File: src/rtl/anim_pkg.sv
// rtl/anim_pkg.sv - shared types and helpers for the sprite animation sequencer
package anim_pkg;

    typedef enum logic [1:0] {
        MODE_STOP     = 2'd0,
        MODE_LOOP     = 2'd1,
        MODE_PINGPONG = 2'd2,
        MODE_ONESHOT  = 2'd3
    } anim_mode_t;

    typedef enum logic {
        DIR_FWD  = 1'b0,
        DIR_BACK = 1'b1
    } anim_dir_t;

    typedef enum logic {
        SEQ_IDLE = 1'b0,
        SEQ_SCAN = 1'b1
    } seq_state_t;

    // Default widths (NUM_FRAMES=5, PERIOD_W=4); modules rebuild the same
    // layout locally from their own parameters.
    localparam int ANIM_FRAME_W  = 3;
    localparam int ANIM_PERIOD_W = 4;

    typedef struct packed {
        anim_mode_t               mode;
        logic [ANIM_FRAME_W-1:0]  last;
        logic [ANIM_PERIOD_W-1:0] period;
        logic [ANIM_FRAME_W-1:0]  frame;
        logic [ANIM_PERIOD_W-1:0] tick;
        anim_dir_t                dir;
        logic                     done;
    } anim_ch_t;

    // Packed width of one channel record for given field widths.
    function automatic int anim_state_width(input int frame_w, input int period_w);
        return 2 + 2 * frame_w + 2 * period_w + 2;
    endfunction

endpackage

File: src/rtl/anim_channel_step.sv
// rtl/anim_channel_step.sv - combinational one-step advance of a single animator
//
// Ports:
//   cur_in   - packed channel record (mode, last, period, frame, tick, dir, done)
//   next_out - the record after one video-frame step
module anim_channel_step
    import anim_pkg::*;
#(
    parameter int FRAME_W  = ANIM_FRAME_W,
    parameter int PERIOD_W = ANIM_PERIOD_W,
    parameter int ST_W     = anim_state_width(FRAME_W, PERIOD_W)
) (
    input  logic [ST_W-1:0] cur_in,
    output logic [ST_W-1:0] next_out
);

    typedef struct packed {
        anim_mode_t          mode;
        logic [FRAME_W-1:0]  last;
        logic [PERIOD_W-1:0] period;
        logic [FRAME_W-1:0]  frame;
        logic [PERIOD_W-1:0] tick;
        anim_dir_t           dir;
        logic                done;
    } ch_t;

    ch_t cur;
    ch_t nxt;

    assign cur      = ch_t'(cur_in);
    assign next_out = nxt;

    always_comb begin
        nxt = cur;
        if (cur.mode == MODE_STOP || cur.done) begin
            nxt = cur;
        end else if (cur.tick < cur.period) begin
            nxt.tick = cur.tick + 1'b1;
        end else begin
            nxt.tick = '0;
            case (cur.mode)
                MODE_LOOP: begin
                    nxt.frame = (cur.frame >= cur.last) ? '0 : cur.frame + 1'b1;
                end
                MODE_PINGPONG: begin
                    // End frames are shown once: turn around by stepping
                    // immediately to the neighbour.
                    if (cur.last == '0) begin
                        nxt.frame = '0;
                    end else if (cur.dir == DIR_FWD) begin
                        if (cur.frame >= cur.last) begin
                            nxt.dir   = DIR_BACK;
                            nxt.frame = cur.frame - 1'b1;
                        end else begin
                            nxt.frame = cur.frame + 1'b1;
                        end
                    end else begin
                        if (cur.frame == '0) begin
                            nxt.dir   = DIR_FWD;
                            nxt.frame = cur.frame + 1'b1;
                        end else begin
                            nxt.frame = cur.frame - 1'b1;
                        end
                    end
                end
                MODE_ONESHOT: begin
                    if (cur.frame < cur.last) begin
                        nxt.frame = cur.frame + 1'b1;
                    end
                    // Covers last=0 too: done on the very first step.
                    nxt.done = (nxt.frame >= cur.last);
                end
                default: begin
                    nxt = cur;
                end
            endcase
        end
    end

endmodule

File: src/rtl/sprite_anim_sequencer.sv
// rtl/sprite_anim_sequencer.sv - multi-channel sprite frame sequencer, one channel stepped per cycle after new_frame
//
// Ports:
//   clk_pixel_in, rst_in          - pixel clock, async active-high reset
//   new_frame_in                  - frame-start pulse; dropped (and counted) while scanning
//   cfg_valid_in/cfg_ready_out    - config handshake, ready only while idle
//   cfg_channel_in/mode/last/period - config payload
//   frame_out, done_out           - per-channel current frame and ONESHOT completion
//   update_done_out               - one-cycle pulse when a scan finishes
//   overrun_count_out             - saturating count of dropped new_frame pulses
module sprite_anim_sequencer
    import anim_pkg::*;
#(
    parameter int NUM_CHANNELS = 8,
    parameter int NUM_FRAMES   = 5,
    parameter int PERIOD_W     = 4,
    parameter int FRAME_W      = $clog2(NUM_FRAMES),
    parameter int CH_W         = (NUM_CHANNELS > 1) ? $clog2(NUM_CHANNELS) : 1
) (
    input  logic                                 clk_pixel_in,
    input  logic                                 rst_in,
    input  logic                                 new_frame_in,
    input  logic                                 cfg_valid_in,
    output logic                                 cfg_ready_out,
    input  logic [CH_W-1:0]                      cfg_channel_in,
    input  logic [1:0]                           cfg_mode_in,
    input  logic [FRAME_W-1:0]                   cfg_last_in,
    input  logic [PERIOD_W-1:0]                  cfg_period_in,
    output logic [NUM_CHANNELS-1:0][FRAME_W-1:0] frame_out,
    output logic [NUM_CHANNELS-1:0]              done_out,
    output logic                                 update_done_out,
    output logic [7:0]                           overrun_count_out
);

    localparam int ST_W = anim_state_width(FRAME_W, PERIOD_W);
    localparam logic [FRAME_W-1:0] LAST_MAX = FRAME_W'(NUM_FRAMES - 1);
    localparam logic [CH_W-1:0]    IDX_END  = CH_W'(NUM_CHANNELS - 1);
    localparam logic [CH_W:0]      CH_COUNT = (CH_W + 1)'(NUM_CHANNELS);

    typedef struct packed {
        anim_mode_t          mode;
        logic [FRAME_W-1:0]  last;
        logic [PERIOD_W-1:0] period;
        logic [FRAME_W-1:0]  frame;
        logic [PERIOD_W-1:0] tick;
        anim_dir_t           dir;
        logic                done;
    } ch_t;

    ch_t               ch_q [NUM_CHANNELS];
    seq_state_t        state_q;
    logic [CH_W-1:0]   idx_q;
    ch_t               cfg_entry;
    logic [ST_W-1:0]   step_cur;
    logic [ST_W-1:0]   step_next;
    logic              cfg_in_range;

    assign cfg_ready_out = (state_q == SEQ_IDLE);
    assign cfg_in_range  = ({1'b0, cfg_channel_in} < CH_COUNT);
    assign step_cur      = ch_q[idx_q];

    anim_channel_step #(
        .FRAME_W  (FRAME_W),
        .PERIOD_W (PERIOD_W),
        .ST_W     (ST_W)
    ) u_step (
        .cur_in   (step_cur),
        .next_out (step_next)
    );

    // Fresh record for a config write: position, tick, dir and done cleared.
    always_comb begin
        cfg_entry        = '0;
        cfg_entry.mode   = anim_mode_t'(cfg_mode_in);
        cfg_entry.last   = (cfg_last_in > LAST_MAX) ? LAST_MAX : cfg_last_in;
        cfg_entry.period = cfg_period_in;
    end

    always_ff @(posedge clk_pixel_in or posedge rst_in) begin
        if (rst_in) begin
            for (int i = 0; i < NUM_CHANNELS; i++) begin
                ch_q[i] <= '0;
            end
            state_q           <= SEQ_IDLE;
            idx_q             <= '0;
            update_done_out   <= 1'b0;
            overrun_count_out <= '0;
        end else begin
            update_done_out <= 1'b0;
            case (state_q)
                SEQ_IDLE: begin
                    // Config lands before the scan that may start this same edge.
                    if (cfg_valid_in && cfg_in_range) begin
                        ch_q[cfg_channel_in] <= cfg_entry;
                    end
                    if (new_frame_in) begin
                        state_q <= SEQ_SCAN;
                        idx_q   <= '0;
                    end
                end
                SEQ_SCAN: begin
                    ch_q[idx_q] <= ch_t'(step_next);
                    if (new_frame_in && overrun_count_out != 8'hFF) begin
                        overrun_count_out <= overrun_count_out + 8'd1;
                    end
                    if (idx_q == IDX_END) begin
                        state_q         <= SEQ_IDLE;
                        update_done_out <= 1'b1;
                    end else begin
                        idx_q <= idx_q + 1'b1;
                    end
                end
                default: state_q <= SEQ_IDLE;
            endcase
        end
    end

    always_comb begin
        for (int i = 0; i < NUM_CHANNELS; i++) begin
            frame_out[i] = ch_q[i].frame;
            done_out[i]  = ch_q[i].done;
        end
    end

endmodule

File: config.mk
export PLATFORM = sky130hd
export DESIGN_NAME = sprite_anim_sequencer
export DESIGN_NICKNAME = d
export VERILOG_FILES = /design/src/rtl/anim_pkg.sv /design/src/rtl/anim_channel_step.sv /design/src/rtl/sprite_anim_sequencer.sv
export SDC_FILE = /design/constraint.sdc
export NUM_CORES = 1
export LEC_CHECK = 0
export ABC_AREA = 1
export CORE_MARGIN = 2
export CORE_UTILIZATION = 50
export DETAILED_ROUTE_END_ITERATION = 12
export PLACE_DENSITY = 0.68
export SLEW_MARGIN = 20
export SYNTH_ARGS = -nofsm -noshare
export SYNTH_HDL_FRONTEND = slang
export SYNTH_SLANG_ARGS = --single-unit
File: constraint.sdc
create_clock -name clk_pixel_in -period 7.1 [get_ports clk_pixel_in]
set_clock_uncertainty 0.15 [all_clocks]
set_input_delay 1.775 -clock clk_pixel_in [delete_from_list [all_inputs] [get_ports clk_pixel_in]]
set_output_delay 1.775 -clock clk_pixel_in [all_outputs]
set_load 0.01 [all_outputs]
==> metrics.md <==
| Metric | Value |
|---|---|
| Initial antenna violation count | 0 |
| Skew-Pair Late Insertion Delay | between 0.4 and 0.5 ns |
| Post-route cell area | 0.0102 mm^2 |
| CP Cell Sequence | inv_2 -> nor2_2 -> o211ai_1 -> o21ai_0 -> a21oi_1 -> nand2_1 -> inv_2 -> ha_1 -> nand3b_1 -> nand2_1 -> inv_1 -> o21ai_0 -> inv_1 -> ha_1 -> a21oi_1 -> o211ai_1 -> nand3_1 -> nand2_1 -> nand2_1 -> o21ai_0 |
| Fill cells | 1,638 |
| # DRC | 0 |
| Crit path capture | done_out[5] |
| Reg2Reg Capture Point | done_out[5] |
| Relative slew slack | about half |
| Hold Path Class | register to register |
| Width of the chip | 138 um |
| CTS sink count | 157 |
| Vias in the first global route | 8,123 |
| Worst Tran Pin Value | slightly below 0.8 ns |
| DP Wirelength | 20,000 um |
| Hold violation count in the final report | 0 |
| Sum of buffers and inverters on the critical path | 4 |
| Row cnt | 49 |
| Maximum clock frequency | 224 MHz |
| CTS max path bufs | 2 |
| #FFs+latches synth | 157 |
| I/O pin count | 58 |
| RSZ-0062 raised after global routing | false |
| Power per cell area | 615 mW/mm^2 |
| Drt initial violations | 1,172 |
| First-pass GRT wire length | 47,200 um |
| Die area | 0.0191 mm^2 |
| Vias | around 8,500 |
| CP max stage cell | dfrtp_1 |
| Vias per cell | 5.99 |
| Tot GR Track Use | about a third |
| Peak supply drop | 0.359 mV |
| Number of post-CTS setup repair buffers | 0 |
| R2R Setup Slk | 2.63 ns |
| Max-Cap Viols | 0 |
| CP Depth | 20 |
| Critical path fanouts, max | 12 |
| Number of diodes | 0 |
| Status | complete, no violations |
| Mapped Cells | 1,157 |
| Initial Util | 50.6% |
| CP peak stage delay | 0.84 ns |
| CTS Buf Count | 17 |
| Final Max Tran Viols | 0 |
| Total routed wirelength | 29,900 um |
| Pin count of the biggest net entering global routing | 68 |
| Setup crit start | idx_q[2] |
| Most frequent CP cell | nand2_1 |
| Synth Cell Area | 0.00899 mm^2 |
| Layout cell share with drive strength beyond 1 | 10.4% |
| ANT nets after route | 0 |
| Placed cell areas | 0.00953 mm^2 |
| CP arrival | 4.61 ns |
| # resized after CTS | 0 |
| Drt pass-1 iters | 6 |
| Worst reg2reg path depth | 20 |
| Port Buffers | between 50 and 60 |
| Leak Pwr | around 4.8 nW |
| Routed wire length per instance | 21.0 um |
| Final setup violation count | 0 |
| Setup TNS | 0 ns |
| CP Launch Type | register |
| Die height | 138 um |
| Fin crit period | 4.47 ns |
| H-tree lvl count | 4 |
| Worst path required time | between 7 and 8 ns |
| Period utilization | roughly 63% |
| Sequential cell area fraction in the yosys report | 43.7% |
| Setup CP Type | register to register |
| Syn nets | 1,189 |
| Total power | 6.25 mW |
| CTS tree | built |
| YS warnings | 0 |
| Area Overhead vs Synth | 12.9% |
| Root buffer cell | clkbuf_16 |
| Routability cong. | 0.938 |
| Clock slew at reported path FFs | 0.06 ns |
| Global route total overflow | 0 |
| Layout Nets | about 1,200 |
| Critical Path Sink Type | register |
| Largest delay share family, worst path | simple AND/OR/NAND/NOR gates |
| CTS Hold Bufs | 0 |
| Mapped Avg Cell Area | approximately 7.8 um^2 |
| Reg-to-Reg Start | idx_q[2] |
| Core ar. | 0.0178 mm^2 |
| Yosys cell types | 46 |
power breakdown:
| group | leakage, nW | switching, mW | internal (mW) |
|---|---|---|---|
| logic | 2.55 | 2.57 | 1.17 |
| clock network | 0.297 | 0.382 | 0.607 |
| registers | 1.99 | 0.236 | 1.28 |
registers in the layout, indices dropped and copies added (netlist names):
register and count:
frame_out 24, idx_q 3, state_q 1, ch_q 112
overrun_count_out 8, update_done_out 1, done_out 8
Yosys cell counts, drive strengths merged:
library cell  number  share of area, %
a211oi             3              0.25
a21oi             41               2.8
a221oi             1             0.097
a22o               1             0.097
a22oi              8              0.67
a31oi              1             0.070
and2               2              0.14
buf               52               4.2
clkbuf            15              0.63
clkinv             2             0.084
dfrtp            157                44
ha                16               2.2
inv              134               5.6
nand2            383                17
nand3             84               5.0
nand3b             3              0.25
nand4              7              0.72
nor2              93               5.1
nor3               4              0.47
nor4               1             0.070
o211ai            16               1.3
o21ai             59               3.3
o21bai             2              0.17
o221ai            38               3.7
o22ai             20               1.4
o311ai             5              0.49
or2                2              0.14
xnor2              2              0.19
xor2               5              0.49
logic make-up (layout without fill, tap and decap cells):
family,Yosys count,count (layout),synth area share [%]
buffers and inverters,203,239,10.5
adders and majority gates,16,16,2.23
xor gates and xnor gates,7,7,0.682
DFF,157,157,43.7
AOI/OAI and AO/OA,195,195,14.4
and+or+nand+nor,579,579,28.5
per-layer routing:
layer | vias up | wire length, um | global-route usage (%)
li1 | 3830 | - | -
met1 | 4021 | 12200 | 45.4
met5 | - | 0 | 0
met4 | 0 | 1180 | 14.2
met2 | 575 | 13300 | 48.0
met3 | 94 | 3310 | 6.30
cell usage in the layout (no fill, tap or decap), drive strengths merged, types with 4 or more instances in the layout:
master / synthesis / layout
a21oi: 41 / 41
a22oi: 8 / 8
buf: 52 / 14
bufinv: 0 / 4
clkbuf: 15 / 22
clkdlybuf4s50: 0 / 57
clkinv: 2 / 4
dfrtp: 157 / 157
ha: 16 / 16
inv: 134 / 135
nand2: 383 / 383
nand3: 84 / 84
nand4: 7 / 7
nor2: 93 / 93
nor3: 4 / 4
o211ai: 16 / 16
o21ai: 59 / 59
o221ai: 38 / 38
o22ai: 20 / 20
o311ai: 5 / 5
xor2: 5 / 5
how the worst min path moves through the flow:
stage | cells after the start | end | startpoint | slack (ns)
6_report | 2 | ch_q[38] | ch_q[38] | 0.33
5_1_grt | 2 | ch_q[19] | ch_q[19] | 0.35
3_3_place_gp | 2 | ch_q[19] | ch_q[19] | 0.31
4_1_cts | 2 | ch_q[38] | ch_q[38] | 0.33
3_5_place_dp | 2 | ch_q[38] | ch_q[38] | 0.32
2_1_floorplan | 2 | ch_q[66] | ch_q[66] | 0.30
per-stage QoR:
| step | hold slack, ns | setup slack, ns | instances | utilization (%) |
|---|---|---|---|---|
| 3_3_place_gp | 0.313 | 2.42 | 1390 | 53.6 |
| 3_5_place_dp | 0.316 | 2.37 | 1390 | 53.6 |
| 2_1_floorplan | 0.298 | 0.940 | 1157 | - |
| 6_report | 0.330 | 2.63 | 1422 | 57.1 |
| 4_1_cts | 0.333 | 2.71 | 1422 | 57.1 |
| 5_1_grt | 0.349 | 2.32 | 1422 | 57.1 |
tightest hold or removal path: cells and delay by family (launching register included):
| kind | cells | cell delay [ns] |
|---|---|---|
| flip-flops | 1 | 0.34 |
| AND/OR/NAND/NOR | 2 | 0.10 |
layout make-up:
class | count | area [um^2] | share of cell area [%]
Multi-Input combinational cell | 797 | 4120 | 40.6
Sequential cell | 157 | 3930 | 38.7
Timing Repair Buffer | 71 | 676 | 6.65
Inverter | 136 | 515 | 5.08
Clock buffer | 22 | 464 | 4.57
Tap cell | 229 | 287 | 2.82
Clock inverter | 10 | 161 | 1.59
Power figures use the tool's default switching activity.
